===== config.mk =====
export PLATFORM = sky130hd
export DESIGN_NAME = retire_port_arbiter_flat
export DESIGN_NICKNAME = d
export VERILOG_FILES = /design/src/rtl/retire_port_arbiter_pkg.sv /design/src/rtl/retire_port_arbiter_if.sv /design/src/rtl/retire_port_arbiter_picker.sv /design/src/rtl/retire_port_arbiter.sv /design/src/flat_wrapper.sv
export SDC_FILE = /design/constraint.sdc
export NUM_CORES = 1
export LEC_CHECK = 0
export ABC_AREA = 1
export CAP_MARGIN = 25
export CORE_MARGIN = 4
export CORE_UTILIZATION = 45
export CTS_CLUSTER_SIZE = 28
export DETAILED_ROUTE_END_ITERATION = 8
export GPL_TIMING_DRIVEN = 0
export PLACE_DENSITY = 0.85
export SLEW_MARGIN = 20
export SYNTH_ARGS = -nofsm -noshare
export SYNTH_HDL_FRONTEND = slang
export SYNTH_SLANG_ARGS = --single-unit

===== constraint.sdc =====
create_clock -name clk -period 6.45 [get_ports clk]
set_clock_uncertainty 0.2 [all_clocks]
set_input_delay 1.935 -clock clk [delete_from_list [all_inputs] [get_ports clk]]
set_output_delay 1.935 -clock clk [all_outputs]
set_load 0.05 [all_outputs]

===== src/rtl/retire_port_arbiter_pkg.sv =====
// Shared configuration and types for the retire-port arbiter slice.
package retire_port_arbiter_pkg;

  localparam int NUM_UNITS    = 4;                  // multi-cycle writeback requesters
  localparam int NUM_WB_UNITS = NUM_UNITS;
  localparam int COMMIT_PORTS = 3;                  // port 0 is the issue-time path
  localparam int SHARED       = COMMIT_PORTS - 1;   // ports shared by the units
  localparam int ID_W         = 3;
  localparam int DATA_W       = 32;
  localparam int CNT_W        = 2;                  // wide enough to hold COMMIT_PORTS
  localparam int PTR_W        = (NUM_UNITS > 1) ? $clog2(NUM_UNITS) : 1;

  typedef logic [ID_W-1:0]   id_t;
  typedef logic [DATA_W-1:0] data_t;
  typedef logic [PTR_W-1:0]  ptr_t;

  typedef struct packed {
    id_t   id;
    data_t data;
  } wb_request_t;

endpackage


===== src/rtl/retire_port_arbiter_if.sv =====
// Writeback-to-commit bundle: requests in, acks and registered commit ports out.
interface retire_port_arbiter_if;
  import retire_port_arbiter_pkg::*;

  logic                        fast_valid;
  id_t                         fast_id;
  data_t                       fast_data;
  logic  [NUM_UNITS-1:0]       unit_valid;
  id_t   [NUM_UNITS-1:0]       unit_id;
  data_t [NUM_UNITS-1:0]       unit_data;
  logic  [NUM_UNITS-1:0]       unit_ack;
  logic  [COMMIT_PORTS-1:0]    retired;
  id_t   [COMMIT_PORTS-1:0]    ids_retiring;
  data_t [COMMIT_PORTS-1:0]    retired_data;
  logic  [CNT_W-1:0]           retire_count;

  // Writeback side: presents completions, consumes acks and commit ports.
  modport master (
    output fast_valid, fast_id, fast_data, unit_valid, unit_id, unit_data,
    input  unit_ack, retired, ids_retiring, retired_data, retire_count
  );

  // Arbiter side.
  modport slave (
    input  fast_valid, fast_id, fast_data, unit_valid, unit_id, unit_data,
    output unit_ack, retired, ids_retiring, retired_data, retire_count
  );

endinterface


===== src/rtl/retire_port_arbiter_picker.sv =====
// Rotating-priority multi-grant picker: grants up to SHARED requesters,
// scanning from rr_ptr upward with wrap.
module retire_port_arbiter_picker
  import retire_port_arbiter_pkg::*;
(
  input  logic [NUM_UNITS-1:0]             req_i,
  input  ptr_t                             rr_ptr_i,
  output logic [SHARED-1:0][NUM_UNITS-1:0] grant_o,
  output logic [NUM_UNITS-1:0]             ack_o,
  output logic                             any_grant_o,
  output ptr_t                             last_idx_o
);

  localparam logic [NUM_UNITS-1:0] ONE   = NUM_UNITS'(1);
  localparam logic [PTR_W:0]       N_EXT = (PTR_W+1)'(NUM_UNITS);

  logic [2*NUM_UNITS-1:0] req_dbl;
  logic [2*NUM_UNITS-1:0] back_dbl;
  logic [NUM_UNITS-1:0]   remain;
  logic [NUM_UNITS-1:0]   pick;
  logic [PTR_W:0]         last_rot;
  logic [PTR_W:0]         last_sum;

  // Rotate requests so rr_ptr is bit 0, peel off the lowest set bit SHARED
  // times, and rotate each pick back into unit numbering.
  always_comb begin
    // NOTE: every signal written here gets a default first; a path that leaves one unassigned infers a latch.
    grant_o     = '0;
    ack_o       = '0;
    any_grant_o = 1'b0;
    last_rot    = '0;
    back_dbl    = '0;
    pick        = '0;
    req_dbl     = {req_i, req_i} >> rr_ptr_i;
    remain      = req_dbl[NUM_UNITS-1:0];
    for (int k = 0; k < SHARED; k++) begin
      pick       = remain & (~remain + ONE);
      remain     = remain & (remain - ONE);
      back_dbl   = {pick, pick} << rr_ptr_i;
      grant_o[k] = back_dbl[2*NUM_UNITS-1:NUM_UNITS];
      ack_o      = ack_o | grant_o[k];
      for (int i = 0; i < NUM_UNITS; i++) begin
        if (pick[i]) last_rot = (PTR_W+1)'(i);
      end
    end
    any_grant_o = |ack_o;
    last_sum    = last_rot + {1'b0, rr_ptr_i};
    if (last_sum >= N_EXT) last_sum = last_sum - N_EXT;
    last_idx_o  = last_sum[PTR_W-1:0];
  end

endmodule


===== src/rtl/retire_port_arbiter.sv =====
// Commit-port scheduler: port 0 mirrors the issue-time path, the remaining
// ports are shared by the multi-cycle units under rotating priority.
module retire_port_arbiter
  import retire_port_arbiter_pkg::*;
(
  input  logic                 clk,
  input  logic                 rst_n,
  retire_port_arbiter_if.slave bus
);

  logic [SHARED-1:0][NUM_UNITS-1:0] grant;
  logic [NUM_UNITS-1:0]             pick_ack;
  logic                             any_grant;
  ptr_t                             last_idx;
  ptr_t                             rr_ptr_q, rr_ptr_d;
  logic [COMMIT_PORTS-1:0]          retired_q, retired_d;
  wb_request_t [COMMIT_PORTS-1:0]   port_q, port_d;
  logic [CNT_W-1:0]                 count_q, count_d;
  wb_request_t [NUM_UNITS-1:0]      req;

  retire_port_arbiter_picker u_picker (
    .req_i       (bus.unit_valid),
    .rr_ptr_i    (rr_ptr_q),
    .grant_o     (grant),
    .ack_o       (pick_ack),
    .any_grant_o (any_grant),
    .last_idx_o  (last_idx)
  );

  // Requests seen during reset must not be consumed.
  assign bus.unit_ack = rst_n ? pick_ack : '0;

  // Next commit-port contents, popcount and priority pointer.
  always_comb begin
    retired_d = '0;
    port_d    = port_q;
    count_d   = '0;
    rr_ptr_d  = rr_ptr_q;
    for (int u = 0; u < NUM_UNITS; u++) begin
      req[u].id   = bus.unit_id[u];
      req[u].data = bus.unit_data[u];
    end
    retired_d[0]    = bus.fast_valid;
    port_d[0].id    = bus.fast_id;
    port_d[0].data  = bus.fast_data;
    for (int k = 0; k < SHARED; k++) begin
      retired_d[k+1] = |grant[k];
      for (int u = 0; u < NUM_UNITS; u++) begin
        if (grant[k][u]) port_d[k+1] = req[u];
      end
    end
    for (int p = 0; p < COMMIT_PORTS; p++) begin
      count_d = count_d + CNT_W'(retired_d[p]);
    end
    if (any_grant) begin
      rr_ptr_d = (last_idx == ptr_t'(NUM_UNITS-1)) ? '0 : last_idx + ptr_t'(1);
    end
  end

  // Output and pointer registers.
  // NOTE: sequential state uses non-blocking assignments so every register samples pre-edge values.
  always_ff @(posedge clk) begin
    if (!rst_n) begin
      retired_q <= '0;
      port_q    <= '0;
      count_q   <= '0;
      rr_ptr_q  <= '0;
    end else begin
      retired_q <= retired_d;
      port_q    <= port_d;
      count_q   <= count_d;
      rr_ptr_q  <= rr_ptr_d;
    end
  end

  // Drive the registered commit ports.
  always_comb begin
    bus.retired      = retired_q;
    bus.retire_count = count_q;
    for (int p = 0; p < COMMIT_PORTS; p++) begin
      bus.ids_retiring[p] = port_q[p].id;
      bus.retired_data[p] = port_q[p].data;
    end
  end

  a_ack_has_valid: assert property (@(posedge clk) disable iff (!rst_n)
    (bus.unit_ack & ~bus.unit_valid) == '0);

  a_ack_limit: assert property (@(posedge clk) disable iff (!rst_n)
    $countones(bus.unit_ack) <= SHARED);

  for (genvar u = 0; u < NUM_UNITS; u++) begin : g_stable
    a_req_stable: assert property (@(posedge clk) disable iff (!rst_n)
      (bus.unit_valid[u] && !bus.unit_ack[u]) |=>
      (bus.unit_valid[u] && bus.unit_id[u] == $past(bus.unit_id[u])));
  end

  for (genvar i = 0; i < COMMIT_PORTS; i++) begin : g_dup_i
    for (genvar j = i + 1; j < COMMIT_PORTS; j++) begin : g_dup_j
      a_no_dup_id: assert property (@(posedge clk) disable iff (!rst_n)
        !(retired_q[i] && retired_q[j] && port_q[i].id == port_q[j].id));
    end
  end

endmodule


===== src/flat_wrapper.sv =====
// flat-port wrapper written by rule: the top's interface ports become plain ports
module retire_port_arbiter_flat import retire_port_arbiter_pkg::*;
  (clk, rst_n, bus_fast_valid, bus_fast_id, bus_fast_data, bus_unit_valid, bus_unit_id, bus_unit_data, bus_unit_ack, bus_retired, bus_ids_retiring, bus_retired_data, bus_retire_count);
  retire_port_arbiter_if bus_i ();
  input  logic clk;
  input  logic rst_n;
  input wire logic [$bits(bus_i.fast_valid)-1:0] bus_fast_valid;
  input wire logic [$bits(bus_i.fast_id)-1:0] bus_fast_id;
  input wire logic [$bits(bus_i.fast_data)-1:0] bus_fast_data;
  input wire logic [$bits(bus_i.unit_valid)-1:0] bus_unit_valid;
  input wire logic [$bits(bus_i.unit_id)-1:0] bus_unit_id;
  input wire logic [$bits(bus_i.unit_data)-1:0] bus_unit_data;
  output wire logic [$bits(bus_i.unit_ack)-1:0] bus_unit_ack;
  output wire logic [$bits(bus_i.retired)-1:0] bus_retired;
  output wire logic [$bits(bus_i.ids_retiring)-1:0] bus_ids_retiring;
  output wire logic [$bits(bus_i.retired_data)-1:0] bus_retired_data;
  output wire logic [$bits(bus_i.retire_count)-1:0] bus_retire_count;
  assign bus_i.fast_valid = bus_fast_valid;
  assign bus_i.fast_id = bus_fast_id;
  assign bus_i.fast_data = bus_fast_data;
  assign bus_i.unit_valid = bus_unit_valid;
  assign bus_i.unit_id = bus_unit_id;
  assign bus_i.unit_data = bus_unit_data;
  assign bus_unit_ack = bus_i.unit_ack;
  assign bus_retired = bus_i.retired;
  assign bus_ids_retiring = bus_i.ids_retiring;
  assign bus_retired_data = bus_i.retired_data;
  assign bus_retire_count = bus_i.retire_count;
  retire_port_arbiter u_core (.clk(clk), .rst_n(rst_n), .bus(bus_i));
endmodule

==> run metrics, run 1 <==
port bufs 294; hold violation count in the final report 0; Yosys reg bits 112; DIE AREA 18040 µm²; post-synthesis adder-cell area fraction 0.004530; final wirelength 27050 µm; synth top area cells dfxtp_1 (31%), nand2_1 (26%), nand3_1 (16%), inv_1 (9.5%), nor2_1 (4.1%); Peak Freq 157.9 MHz; Gate power share 0.748; clk sink count 112; Lkg Pwr 5.731 nW; WL/cell 15.33 µm; cell mode on critical path nand3_1; endpoints failing setup 0; fin crit period 6.333 ns; cell taking the most area after synthesis dfxtp_1; gr ovfl total 0; simple-gate portion of the synthesized area 0.5214; chip width 134.3 µm; Setup crit end kind output pin; Cell Int Power 2.701 mW; top-count cell post-synth nand2_1; main combinational cell family by area after synthesis simple AND/OR/NAND/NOR gates; slew margin rel. 0.4116; main flop type after synthesis dfxtp_1; MaxCap Viol Count 0; Slowest cell on crit path clkdlybuf4s50_1; CP required 4.32 ns; worst-margin pin slew 0.8825 ns; hpwl dp 20600 µm; CTS H-tree lvls 3; fin nets 1732; warnings from Yosys 0; Max VDD drop 0.2600 mV; Netlist cell types 31; largest net degree at the start of global routing 22; Worst-Skew Late Latency 0.36 ns; Clk pin slew, worst setup/hold paths 0.08 ns; fraction of registers with async set/reset 0; critical path buffer and inverter count 3; top cell family by delay on the critical path simple AND/OR/NAND/NOR gates; XOR/XNOR Fraction of Synth Area 0.003659; number of global-route vias before repair 8342; Starting Density 0.4655; DRC 0; sw power 3.584 mW; # rows 45; Cells after Synth 1242; post-synth top area share 0.3122; result of the run finished clean; DR vias/cell 4.990; Routed Antenna Nets 0; Pre-Repair DR Iteration Count 8; antenna violations before repair 0; worst hold path type flip-flop to flip-flop; via count 8802; Core Region 15430 µm²; Post-Syn Area per Cell 5.783 µm²; Filler cells 1362; clock network power share 0.091; period utilization 0.9818; Inserted Diodes 0; CTS tree done; Die H 134.3 µm; crit path launch type input pin; share of cells above drive strength 1 0.08113; Syn-to-layout area delta 49.39%; GP Congestion 0.9503; RSZ-0062 raised after global routing true; DR iter-0 viols 1024; Seq/Total Area, Yosys 0.3122; Post-Syn Nets 1426; Global Route Usage Sum 0.2893; CTS max path bufs 2; mux contribution to synthesized area 0; mapped cell area 7182 µm²; Post-synth top cells nand2_1 (488), nand3_1 (223), inv_1 (182); IO Pins 296; CP arrival 4.20 ns; Final Core Density 0.6955; Crit Path Class input pin to output pin; root buffer cell clkbuf_16; peak fanout along the critical path 10; Synth Area in Compound Gates 0.01341; PwrDens 585.8 nW/µm²; Seq pwr share 0.162; Design Power 6.285 mW; Final Max Slew Viols 0; Post-synth EDFFs 0; global-route wire length before repair 41920 µm; switching part of the total 0.5702; crit-path cells clkdlybuf4s50_1 > nand2_1 > nand3_1 > nand2_2 > nor2_4 > nor2_1 > nand3_1 > o21ai_4 > nand2_4 > clkbuf_4 > a21oi_1 > buf_4; Crit path largest cell delay 0.42 ns; total CTS buffers 9
[through the flow]
stage	hold WS, ns	TNS, ns	instance area [µm²]	setup slack, ns	instances
after floorplan	0.4540	0	7182	0.3675	1242
after global placement	0.2372	-1.618	10390	-0.6526	1747
after detailed placement	0.2397	-1.819	10390	-0.7309	1747
after CTS	0.2535	0	10700	0.02056	1763
after global routing	0.2737	-0.02628	10730	-0.02628	1764
final	0.2526	0	10730	0.1175	1764
[logic make-up (layout without fill, tap and decap cells)]
group / after synthesis / after routing
adders and majority gates: 2 / 2
xor gates and xnor gates: 3 / 3
DFF: 112 / 112
buffers and inverters: 258 / 569
AOI/OAI and AO/OA: 15 / 15
and+or+nand+nor: 852 / 852
[area by class of cell]
cell class                 count  area [µm²]  area share
buffer                        64       314.1     0.02927
clock buffer                   9       225.2     0.02099
clock inverter                 7       73.82    0.006880
inverter                     190       713.2     0.06647
multi-input combinational    872        3929      0.3662
sequential                   112        2242      0.2090
tap                          211       264.0     0.02461
timing repair buffer         299        2968      0.2766
[power by group through the flow]
stage          sequential, mW  clock (mW)  combinational (mW)
3_3_place_gp             1.02           0                4.54
6_report                 1.02       0.571                4.70
3_5_place_dp             1.03           0                4.62
2_1_floorplan            1.67           0                2.61
4_1_cts                  1.02       0.579                4.63
5_1_grt                  1.04       0.603                5.15
[worst paths after layout]
| check | end | depth (start not counted) | from | slack, ns |
|---|---|---|---|---|
| max | bus_unit_ack[2] | 12 | bus_unit_valid[0] | 0.12 |
| min | u_core.bus.retired_data[46] | 2 | u_core.bus.retired_data[46] | 0.25 |
| max reg2reg | u_core.bus.retire_count[0] | 13 | u_core.rr_ptr_q[0] | 3.34 |
| min reg2reg | u_core.bus.retired_data[46] | 2 | u_core.bus.retired_data[46] | 0.25 |
[placed cells by master, fill, tap and decap left out, types with 9 or more instances in the layout]
master,n
nand2_1,488
clkdlybuf4s50_1,290
nand3_1,223
inv_1,182
dfxtp_1,112
nor2_1,78
or2_2,35
clkbuf_1,32
buf_2,17
buf_4,14
nand2_2,9
clkbuf_16,9
[timing repair]
item / CTS / global route
gates resized for setup: 17 / 13
cloned: 0 / 0
setup endpoints to repair: 4 / 4
setup buffers: 1 / 4
hold buffers: 0 / 0
pin swaps: 1 / 2
[registers in the layout, summed over array words and instances (netlist names)]
register	count
u_core.bus.ids_retiring	9
u_core.bus.retired	3
u_core.bus.retire_count	2
u_core.bus.retired_data	96
u_core.rr_ptr_q	2
[worst min-delay path, stage by stage, from the launching register on]
cell and delay (ns):
dfxtp_1 0.31, nand2_1 0.06, nand2_1 0.04
[routing by layer]
metal  wire length (µm)  track usage  vias to the layer above
met5                  0            0                        -
met4                877       0.1199                        0
met1              10200       0.3452                     3887
li1                   -            -                     4358
met2              12870       0.4860                      493
met3               3108      0.08590                       64
Power figures use the tool's default switching activity.
==> run 2: changes to the inputs <==
Settings changed: CORE_MARGIN 4 to 2.
==> run metrics, run 2 (synthesized netlist as in run 1, its figures left out) <==
result of the run finished clean (unchanged); multi-input logic area 3939 µm² (was 3929 µm²); hold buffer count at cts 0 (unchanged); WHS Path Cells 2 (unchanged); global-route wire length before repair 40900 µm (was 41920 µm); DRC 0 (unchanged); number of global-route vias before repair 8338 (was 8342); Core Region 15710 µm² (was 15430 µm²); Syn-to-layout area delta 50.03% (was 49.39%); RR Startpoint u_core.rr_ptr_q[0] (unchanged); slew margin rel. 0.5981 (was 0.4116); DR iter-0 viols 1026 (was 1024); final wirelength 26840 µm (was 27050 µm); Slowest cell on crit path clkdlybuf4s50_1 (unchanged); largest net degree at the start of global routing 23 (was 22); Routed Antenna Nets 0 (unchanged); fin cells 1772 (was 1764); Peak Freq 158.7 MHz (was 157.9 MHz); GP Congestion 0.8923 (was 0.9503); register area 2242 µm² (unchanged); hpwl dp 20090 µm (was 20600 µm); total CTS buffers 9 (unchanged); endpoints failing setup 0 (unchanged); CP arrival 4.16 ns (was 4.20 ns); hold_ws 0.2524 ns (was 0.2526 ns); fin nets 1735 (was 1732); FF-to-FF path depth 15 (was 13); reg2reg setup slack 3.55 ns (was 3.34 ns); Lkg Pwr 5.752 nW (was 5.731 nW); max FFs per register 96 (unchanged); design area 10780 µm² (was 10730 µm²); WL/cell 15.15 µm (was 15.33 µm); CP required 4.32 ns (about the same); port bufs 294 (unchanged); CTS max path bufs 2 (unchanged); Crit path largest cell delay 0.42 ns (about the same); IO Pins 296 (unchanged); worst hold path type flip-flop to flip-flop (unchanged); peak fanout along the critical path 10 (unchanged); DIE AREA 16990 µm² (was 18040 µm²); Placement Cell Area 10400 µm² (was 10390 µm²); CTS H-tree lvls 3 (unchanged); fin crit period 6.300 ns (was 6.333 ns); crit-path cells clkdlybuf4s50_1 > nand2_1 > nand3_1 > nand2_2 > nor2_4 > nor2_1 > nand4_1 > nand3_4 > nand2_4 > buf_2 > a21oi_1 > buf_4 (was clkdlybuf4s50_1 > nand2_1 > nand3_1 > nand2_2 > nor2_4 > nor2_1 > nand3_1 > o21ai_4 > nand2_4 > clkbuf_4 > a21oi_1 > buf_4); Worst-Skew Late Latency 0.36 ns (about the same); clk sink count 112 (unchanged); period utilization 0.9767 (was 0.9818); Global Route Usage Sum 0.3073 (was 0.2893); via count 8908 (was 8802); root buffer cell clkbuf_16 (unchanged); Pre-Repair DR Iteration Count 6 (was 8); Crit Path Class input pin to output pin (unchanged); PwrDens 589.4 nW/µm² (was 585.8 nW/µm²); hold violation count in the final report 0 (unchanged); commonest non-fill, non-tap cell in the layout nand2_1 (unchanged); chip width 130.3 µm (was 134.3 µm); MaxCap Viol Count 0 (unchanged); Starting Density 0.4571 (was 0.4655); worst-margin pin slew 0.6029 ns (was 0.8825 ns); most frequent cells in the layout nand2_1 (488), clkdlybuf4s50_1 (290), nand3_1 (223), inv_1 (182), dfxtp_1 (112) (unchanged); Max VDD drop 0.2647 mV (was 0.2600 mV); antenna violations before repair 0 (unchanged); Final Max Slew Viols 0 (unchanged); share of cells above drive strength 1 0.08290 (was 0.08113); Die H 130.3 µm (was 134.3 µm); Design Power 6.351 mW (was 6.285 mW); crit path launch type input pin (unchanged); Filler cells 1386 (was 1362); Inserted Diodes 0 (unchanged); Hold Crit Start u_core.bus.retired_data[88] (was u_core.bus.retired_data[46]); Hold EP u_core.bus.retired_data[88] (was u_core.bus.retired_data[46]); Setup crit end kind output pin (unchanged); gr ovfl total 0 (unchanged); FF-to-FF End u_core.bus.retired_data[53] (was u_core.bus.retire_count[0]); # rows 46 (was 45); DP Cell Count 1752 (was 1747); RSZ-0062 raised after global routing false (was true); Clk pin slew, worst setup/hold paths 0.08 ns (about the same); CTS tree done (unchanged); DR vias/cell 5.027 (was 4.990)
run 2: cell count changes in the layout (fill, tap and decap cells not counted), sizes merged:
cell / previous run / this run
buf: 38 / 42
clkbuf: 44 / 43
clkinv: 5 / 6
inv: 192 / 191
run 2: critical path: cells and delay by family:
family                 cells  cell delay, ns
AND/OR/NAND/NOR            8            1.13
buffers and inverters      3            0.89
AO/OA/AOI/OAI              1            0.19
run 2: layout make-up:
type                    count  area share
clock buffers               9     0.02090
clock inverters             7    0.008012
well taps                 216     0.02508
inverters                 190     0.06619
repair buffers            301      0.2766
flip-flops and latches    112      0.2081
plain buffers              65     0.02961
multi-input cells         872      0.3655
run 2: metrics by stage:
stage	utilization	setup TNS (ns)	worst slack [ns]
finish	0.6858	0	0.1501
global route	0.6858	0	0.005429
CTS	0.6819	-0.06770	-0.06770
detailed placement	0.6616	-1.893	-0.7161
global placement	0.6616	-1.847	-0.7116
floorplan	-	0	0.3675
run 2: what timing repair did:
item / CTS / global route
pin swaps: 0 / 4
buffers inserted: 0 / 7
endpoints found under the setup margin: 4 / 4
resized for setup: 18 / 14
run 2: worst max-delay path by stage:
stage | to | startpoint
finish | bus_unit_ack[1] | bus_unit_valid[0]
floorplan | bus_unit_ack[2] | bus_unit_valid[0]
global route | bus_unit_ack[2] | bus_unit_valid[0]
CTS | bus_unit_ack[2] | bus_unit_valid[0]
global placement | bus_unit_ack[2] | bus_unit_valid[0]
detailed placement | bus_unit_ack[2] | bus_unit_valid[0]
run 2: metal layers:
layer,global-route usage,vias to the layer above,part of all wire
met3,0.06970,75,0.11
li1,-,4376,-
met1,0.3745,3898,0.39
met4,0.1339,0,0.032
met5,0,-,0
met2,0.5214,559,0.47
run 2: where the power goes:
group	leakage, nW	internal [mW]	switching, mW
clock network	0.150	0.278	0.304
registers	0.932	0.914	0.103
logic	4.67	1.52	3.23
total	5.75	2.72	3.64
